## src/rtl/serial_receiver.sv

```systemverilog
// serial_receiver: receive-only UART for the 9600-baud serial link.
// The serial_rx pin is synchronised into the clock domain. Each bit is sampled
// at its centre. Every good byte appears as a one-cycle rx_data_valid pulse.
//
// Optional feature macro: SERIAL_RECEIVER_PARITY_EN
//   undefined (default): 8N1 frames.
//   defined            : 8E1 frames. A bad even-parity bit is reported on
//                        rx_framing_error instead of rx_data_valid.
module serial_receiver #(
  parameter int CYCLES_PER_BIT = 5000
) (
  input  logic       clock,
  input  logic       reset,
  input  logic       serial_rx,
  output logic [7:0] rx_data,
  output logic       rx_data_valid,
  output logic       rx_framing_error,
  output logic       rx_busy
);

  // Width of the per-bit cycle counter.
  localparam int CNT_W = $clog2(CYCLES_PER_BIT);

  // Count values at which the line is sampled.
  // HALF_LAST is the centre of the start bit, measured from the falling edge.
  // FULL_LAST is one whole bit later, which lands on the next bit centre.
  localparam logic [CNT_W-1:0] HALF_LAST = CNT_W'(CYCLES_PER_BIT / 2 - 1);
  localparam logic [CNT_W-1:0] FULL_LAST = CNT_W'(CYCLES_PER_BIT - 1);

  localparam logic [2:0] WAIT_IDLE = 3'd0;
  localparam logic [2:0] IDLE      = 3'd1;
  localparam logic [2:0] START     = 3'd2;
  localparam logic [2:0] DATA      = 3'd3;
  localparam logic [2:0] STOP      = 3'd4;
`ifdef SERIAL_RECEIVER_PARITY_EN
  localparam logic [2:0] PARITY    = 3'd5;
`endif

  // Synchroniser flops. They reset to the idle (high) line level, so reset
  // release never looks like a falling edge.
  logic rx_meta_reg;
  logic rx_s;

  // Frame state.
  logic [2:0]       state_reg,   state_next;
  logic [CNT_W-1:0] cnt_reg,     cnt_next;
  logic [2:0]       bit_cnt_reg, bit_cnt_next;
  logic [7:0]       shift_reg,   shift_next;

  // Output registers.
  logic [7:0]       data_reg,    data_next;
  logic             valid_reg,   valid_next;
  logic             err_reg,     err_next;

`ifdef SERIAL_RECEIVER_PARITY_EN
  // Set when the sampled parity bit disagrees with even parity of the byte.
  logic             par_err_reg, par_err_next;
`endif

  // Two-flop synchroniser for the asynchronous serial input.
  always_ff @(posedge clock) begin
    if (reset) begin
      rx_meta_reg <= 1'b1;
      rx_s        <= 1'b1;
    end else begin
      rx_meta_reg <= serial_rx;
      rx_s        <= rx_meta_reg;
    end
  end

  // Next-state logic: bit timing, data shifting and frame verdict.
  always_comb begin
    state_next   = state_reg;
    cnt_next     = cnt_reg;
    bit_cnt_next = bit_cnt_reg;
    shift_next   = shift_reg;
    data_next    = data_reg;
    valid_next   = 1'b0;
    err_next     = 1'b0;
`ifdef SERIAL_RECEIVER_PARITY_EN
    par_err_next = par_err_reg;
`endif

    case (state_reg)
      // After reset or a framing error, wait for a high line.
      // This stops a held-low line or a break from being read as a start bit.
      WAIT_IDLE: begin
        if (rx_s) begin
          state_next = IDLE;
        end
      end

      // Wait for the falling edge of a start bit.
      IDLE: begin
        if (!rx_s) begin
          state_next   = START;
          cnt_next     = '0;
          bit_cnt_next = 3'd0;
        end
      end

      // Recheck the line at the centre of the start bit.
      // A high level here means the low pulse was a glitch, so drop it.
      START: begin
        if (cnt_reg == HALF_LAST) begin
          cnt_next = '0;
          if (rx_s) begin
            state_next = IDLE;
          end else begin
            state_next = DATA;
          end
        end else begin
          cnt_next = cnt_reg + CNT_W'(1);
        end
      end

      // Shift in eight data bits, LSB first.
      // Each new bit enters at bit 7, so bit 0 holds the first bit received.
      DATA: begin
        if (cnt_reg == FULL_LAST) begin
          cnt_next     = '0;
          shift_next   = {rx_s, shift_reg[7:1]};
          bit_cnt_next = bit_cnt_reg + 3'd1;
          if (bit_cnt_reg == 3'd7) begin
`ifdef SERIAL_RECEIVER_PARITY_EN
            state_next = PARITY;
`else
            state_next = STOP;
`endif
          end
        end else begin
          cnt_next = cnt_reg + CNT_W'(1);
        end
      end

`ifdef SERIAL_RECEIVER_PARITY_EN
      // Sample the even-parity bit. Any odd count of ones across the byte
      // and the parity bit means the frame is bad.
      PARITY: begin
        if (cnt_reg == FULL_LAST) begin
          cnt_next     = '0;
          par_err_next = ^{shift_reg, rx_s};
          state_next   = STOP;
        end else begin
          cnt_next = cnt_reg + CNT_W'(1);
        end
      end
`endif

      // Judge the frame at the centre of the stop bit.
      // Returning to IDLE here, half a bit early, lets a back-to-back start
      // edge be caught.
      STOP: begin
        if (cnt_reg == FULL_LAST) begin
          cnt_next = '0;
          if (!rx_s) begin
            err_next   = 1'b1;
            state_next = WAIT_IDLE;
`ifdef SERIAL_RECEIVER_PARITY_EN
          end else if (par_err_reg) begin
            err_next   = 1'b1;
            state_next = IDLE;
`endif
          end else begin
            data_next  = shift_reg;
            valid_next = 1'b1;
            state_next = IDLE;
          end
        end else begin
          cnt_next = cnt_reg + CNT_W'(1);
        end
      end

      default: begin
        state_next = WAIT_IDLE;
        cnt_next   = '0;
      end
    endcase
  end

  // Register the frame state and outputs.
  // Reset aborts any frame in progress without producing a pulse.
  always_ff @(posedge clock) begin
    if (reset) begin
      state_reg   <= WAIT_IDLE;
      cnt_reg     <= '0;
      bit_cnt_reg <= 3'd0;
      shift_reg   <= 8'h00;
      data_reg    <= 8'h00;
      valid_reg   <= 1'b0;
      err_reg     <= 1'b0;
`ifdef SERIAL_RECEIVER_PARITY_EN
      par_err_reg <= 1'b0;
`endif
    end else begin
      state_reg   <= state_next;
      cnt_reg     <= cnt_next;
      bit_cnt_reg <= bit_cnt_next;
      shift_reg   <= shift_next;
      data_reg    <= data_next;
      valid_reg   <= valid_next;
      err_reg     <= err_next;
`ifdef SERIAL_RECEIVER_PARITY_EN
      par_err_reg <= par_err_next;
`endif
    end
  end

  assign rx_data          = data_reg;
  assign rx_data_valid    = valid_reg;
  assign rx_framing_error = err_reg;
  assign rx_busy          = (state_reg != WAIT_IDLE) && (state_reg != IDLE);

endmodule

```

## config.mk

```make
export PLATFORM = sky130hd
export DESIGN_NAME = serial_receiver
export DESIGN_NICKNAME = d
export VERILOG_FILES = /design/src/rtl/serial_receiver.sv
export SDC_FILE = /design/constraint.sdc
export NUM_CORES = 1
export LEC_CHECK = 0
export CAP_MARGIN = 10
export CORE_MARGIN = 1
export CORE_UTILIZATION = 54
export DETAILED_ROUTE_END_ITERATION = 12
export PLACE_DENSITY = 0.75
export REMOVE_ABC_BUFFERS = 1
export SYNTH_ARGS = -nofsm -noshare
export SYNTH_HDL_FRONTEND = slang
export SYNTH_SLANG_ARGS = --single-unit
export TNS_END_PERCENT = 5
```

## constraint.sdc

```tcl
create_clock -name clock -period 3.3 [get_ports clock]
set_clock_uncertainty 0.05 [all_clocks]
set_input_delay 0.495 -clock clock [delete_from_list [all_inputs] [get_ports clock]]
set_output_delay 0.495 -clock clock [all_outputs]
set_load 0.01 [all_outputs]
```

# Word level (Yosys, flattened, before mapping)
# Index checks and enable logic that the tools add are counted.
[word_totals]
regBits = 39
in_bits = 3
output_inout_bits = 11
word_cells = 57
[op_classes]
n_reduce_logical = 11
mux = 18
eq_ne = 14
bitwise_logic = 3
addsub = 2
[op_table]
columns = ["op", "count"]
rows = [
  ["13-bit case mux with 4 select lines", 1],
  ["13-bit two-way mux", 3],
  ["3-bit two-way mux", 8],
  ["3-bit case mux with 5 select lines", 1],
  ["13-bit by 1-bit adder with 13-bit output, second input constant", 1],
  ["13-bit by 12-bit == test with 1-bit output, second input constant", 1],
  ["13-bit == test, second input constant", 1],
  ["2-bit inequality test, second input constant", 6],
  ["3-bit by 2-bit == test with 1-bit output, second input constant", 2],
  ["3-bit == test, second input constant", 2],
  ["3-bit case mux with 2 select lines", 1],
  ["3-bit AND reduction", 2],
  ["6-bit AND reduction", 1],
  ["2-bit AND reduction", 2],
  ["3-bit by 1-bit adder with 3-bit output, second input constant", 1],
  ["3-bit by 1-bit == test with 1-bit output, second input constant", 1],
  ["3-bit zero test", 1],
  ["1-bit two-way mux", 3],
  ["3-bit by 1-bit inequality test with 1-bit output, second input constant", 1],
  ["1-bit inverter", 3],
  ["3-bit nonzero test", 1],
  ["3-bit OR reduction", 1],
  ["2-bit two-way mux", 1],
  ["2-bit nonzero test", 1],
  ["other kinds (2)", 2],
]

# Longest topological paths before layout
[logic_depth]
depth_word = 4
mapped_depth = 7
ltp_nobuf = 6

# Worst setup path after synthesis
# No wires, ideal clock.
[synth_path]
path_type = "reg-to-reg"
start = "reg cnt_reg[3]"
end = "reg shift_reg[7]"
t_arrival_ns = 1.830
setup_time_ns = 0.128
t_required_ns = 3.122
n_path_buf = 1
slack_ns = 1.293
synth_period_minus_slack_ns = 2.007
stages_incl_launch_ff = 7
path_cell_list = "dfxtp_1 -> or4_4 -> nor4_4 -> and2_1 -> buf_6 -> mux2i_1 -> nor2_1"
[synth_between]
elab_chain_cells = 2
[synth_rtl]
columns = ["element", "line", "text"]
rows = [
  ["start, declared", "46", "logic [CNT_W-1:0] cnt_reg, cnt_next;"],
  ["start signal, assigned", "197", "cnt_reg <= cnt_next;"],
  ["13-bit == test", "120", "if (cnt_reg == FULL_LAST) begin"],
  ["2-bit AND reduction (no line)", "n/a", ""],
  ["end signal, assigned", "199", "shift_reg <= shift_next;"],
  ["end, declared", "48", "logic [7:0] shift_reg, shift_next;"],
]
# Every way passes these cells.
# A chain may end at the register's enable or synchronous reset.

# Worst setup path in the final report
[layout_path]
start = "reg state_reg[2]"
end = "reg cnt_reg[11]"
[layout_between]
elab_chain_cells = 3
elab_cells_between_ends = 10
classes_between = "eq/ne (5); mux (1); bitwise (1); reduce/logical (3)"
[layout_rtl]
columns = ["element", "line", "text"]
rows = [
  ["start, declared", "45", "logic [2:0] state_reg, state_next;"],
  ["start signal, assigned", "196", "state_reg <= state_next;"],
  ["3-bit == test (tied with other cells)", "84", "case (state_reg)"],
  ["2-bit OR reduction (no line) (tied with other cells)", "n/a", ""],
  ["13-bit case mux with 4 select lines or 2-bit AND reduction (tied branches)", "n/a", ""],
]
# Parallel ways exist; a longest one is shown, timed or not.

==> flow_metrics.tcl <==
set metrics [dict create \
    status "finished, final reports clean" \
    clkLatencyLatePin_ps 340 \
    regToRegStartpoint "state_reg[2]" \
    p_clk_share_pct 26.6 \
    hold_violations 0 \
    arrival_ps 2600 \
    stdcell_count 267 \
    cts.clk_slew.worst_paths_ps 110 \
    critPathLaunchType "register" \
    synth.distinct_cells 46 \
    powerDensity_nw_per_um2 436.2 \
    synth-main-ff-cell "dfxtp_1" \
    internal_power_w 0.0006160 \
    setup.worst_path.end_class "register" \
    rows 20 \
    cp_max_fo 17 \
    ctsHoldBuffers 0 \
    setup_tns_ps 0 \
    r2r_slack_ps 910 \
    avgSynthCellArea_um2 8.664 \
    die-area_um2 3655 \
    async_reset_ff_share_pct 0 \
    ys_seq_area_share_pct 42.31 \
    yosysWarnings 0 \
    io_pins 14 \
    drc_errors 0 \
    dr.pass1.iters 5 \
    synth.area.top_cells "dfxtp_1 42%, mux2i_1 9.2%, nor2_1 6.7%, nand2_1 4.5%, a31oi_1 3.1%" \
    synth_top_area_cell "dfxtp_1" \
    ir_drop_mv 0.3505 \
    die_w_um 60.46 \
    htreeDepth 2 \
    p_seq_share_pct 57.6 \
    fp.dieH_um 60.46 \
    finalNetCount 228 \
    slew_headroom_pct 47.88 \
    hold_path_class "register to register" \
    place_area_um2 1979 \
    grt_max_degree 40 \
    synth_edf_count 0 \
    grt_pass1_wl_um 6175 \
    sw_frac_of_total_pct 30.55 \
    antenna_found_initial 0 \
    syn_inst 213 \
    dp_hpwl_um 2623 \
    worst_r2r_endpoint "cnt_reg[11]" \
    largest_register_ffs 13 \
    synth_seq_cells 39 \
    p_leak_nw 0.7311 \
    clockBufferDepth 2 \
    drt-total-wl_um 3665 \
    ant_nets 0 \
    setup_ws_ps 913.5 \
    ff2ff_path_depth 5 \
    clkSinkCount 39 \
    max-cap-violations 0 \
    place.gp.congestion 0.8347 \
    viasPerCell 5.876 \
    grt-ovfl-total 0 \
    synthToLayoutAreaGrowth_pct 10.17 \
    diodes 0 \
    timing_worst_slew_pin_value_ps 780.1 \
    endpoint "cnt_reg[11]" \
    required_ps 3520 \
    place_inst 259 \
    fmax_mhz 419.0 \
    synth_top_area_share_pct 42.31 \
    first_iter_violations 104 \
    drive_gt1_share_pct 9.417 \
    dp_slack_ps 945.6 \
    netlist_area_um2 1846 \
    critPathLaunch "state_reg[2]" \
    cts_setup_buffers 0 \
    slew_viol_final 0 \
    setup_viol 0 \
    critical_path_class "register to register" \
    period_minus_slack_ps 2387 \
    cts_resized 0 \
    final_common_cell "dfxtp_1" \
    fillers 284 \
    root_buffer "clkbuf_4" \
    switching_power_w 0.0002709 \
    cts_buffers 5 \
    port_buffers 13 \
    whs_ps 372.7 \
    tritoncts "yes" \
    grtUsageTotal_pct 22.40 \
    start_util_pct 58.53 \
    rsz0062_at_grt "false" \
    final_cell_mix "39 x dfxtp_1, 33 x nor2_1, 22 x nand2_1, 17 x mux2i_1, 13 x clkdlybuf4s50_1" \
    vias 1569 \
    stdcell_area_um2 2033 \
    core_um2 3153 \
    combPwrFrac_pct 15.8 \
    grt_pass1_vias 1361 \
    avgRoutedWirePerCell_um 13.73 \
    fin_crit_sh_pct 72.32 \
]
[area by class of cell]
cell class / count / area [µm²] / share of cell area [%]
Timing Repair Buffer: 14 / 137.6 / 6.769
Clock inverter: 2 / 12.51 / 0.6154
Clock buffer: 6 / 41.29 / 2.031
Multi-Input combinational cell: 160 / 998.5 / 49.11
Sequential cell: 39 / 780.7 / 38.40
Inverter: 2 / 7.507 / 0.3692
Tap cell: 44 / 55.05 / 2.708
[worst max-delay path, stage by stage (launching register included)]
cell and delay (ps):
dfxtp_1 500, nor3b_1 690, o22ai_1 180, nand3_1 540
o211ai_1 180, a31oi_1 180
[worst min path at each step]
stage / slack, ps / start / to / cells after the start
final: 370 / rx_meta_reg / rx_s / 1
after global routing: 380 / rx_meta_reg / rx_s / 1
after CTS: 380 / rx_meta_reg / rx_s / 1
after detailed placement: 350 / rx_meta_reg / rx_s / 1
after global placement: 350 / rx_meta_reg / rx_s / 1
after floorplan: 340 / rx_meta_reg / rx_s / 1
[stage by stage]
stage,util [%],total power [W]
after global routing,64.48,0.0009294
after global placement,62.78,0.0006546
after floorplan,-,0.0006119
after CTS,64.48,0.0008884
final,64.48,0.0008870
after detailed placement,62.78,0.0006595
[power by group through the flow]
stage | Clock [W] | Combinational [W] | Sequential [W]
2_1_floorplan | 0 | 0.0000989 | 0.000513
3_3_place_gp | 0 | 0.000135 | 0.000520
3_5_place_dp | 0 | 0.000139 | 0.000521
4_1_cts | 0.000240 | 0.000139 | 0.000510
5_1_grt | 0.000259 | 0.000156 | 0.000514
6_report | 0.000236 | 0.000140 | 0.000511
[cell usage after synthesis, drive strengths merged, types with 2 or more instances]
cell and instances:
a21oi 5, a22oi 2, a31oi 9, and2 2, and4 2, buf 5, clkbuf 7, dfxtp 39
ha 3, inv 2, mux2i 17, nand2 22, nand2b 2, nand3 11, nand4 4, nand4b 2
nor2 33, nor2b 3, nor3 7, nor4 2, o211ai 2, o21a 2, o21ai 6, o22ai 2
or2 5, or4 3, xor2 2
[routing by layer]
| metal | wire length (µm) | GRT usage [%] |
|---|---|---|
| met1 | 1684 | 30.65 |
| met2 | 1705 | 35.32 |
| met3 | 212 | 4.051 |
| met4 | 62 | 8.442 |
| met5 | 0 | 0 |
[logic make-up (layout without fill, tap and decap cells)]
| logic type | count (synthesis) | count (layout) | share of synthesized area [%] |
|---|---|---|---|
| simple gates | 106 | 106 | 30.58 |
| flops | 39 | 39 | 42.31 |
| compound gates | 32 | 32 | 11.32 |
| mux | 17 | 17 | 9.220 |
| buf+inv | 14 | 24 | 3.594 |
| fa+ha+maj | 3 | 3 | 2.034 |
| xor+xnor | 2 | 2 | 0.9493 |
Note: power is estimated with default switching activity, not from simulation.
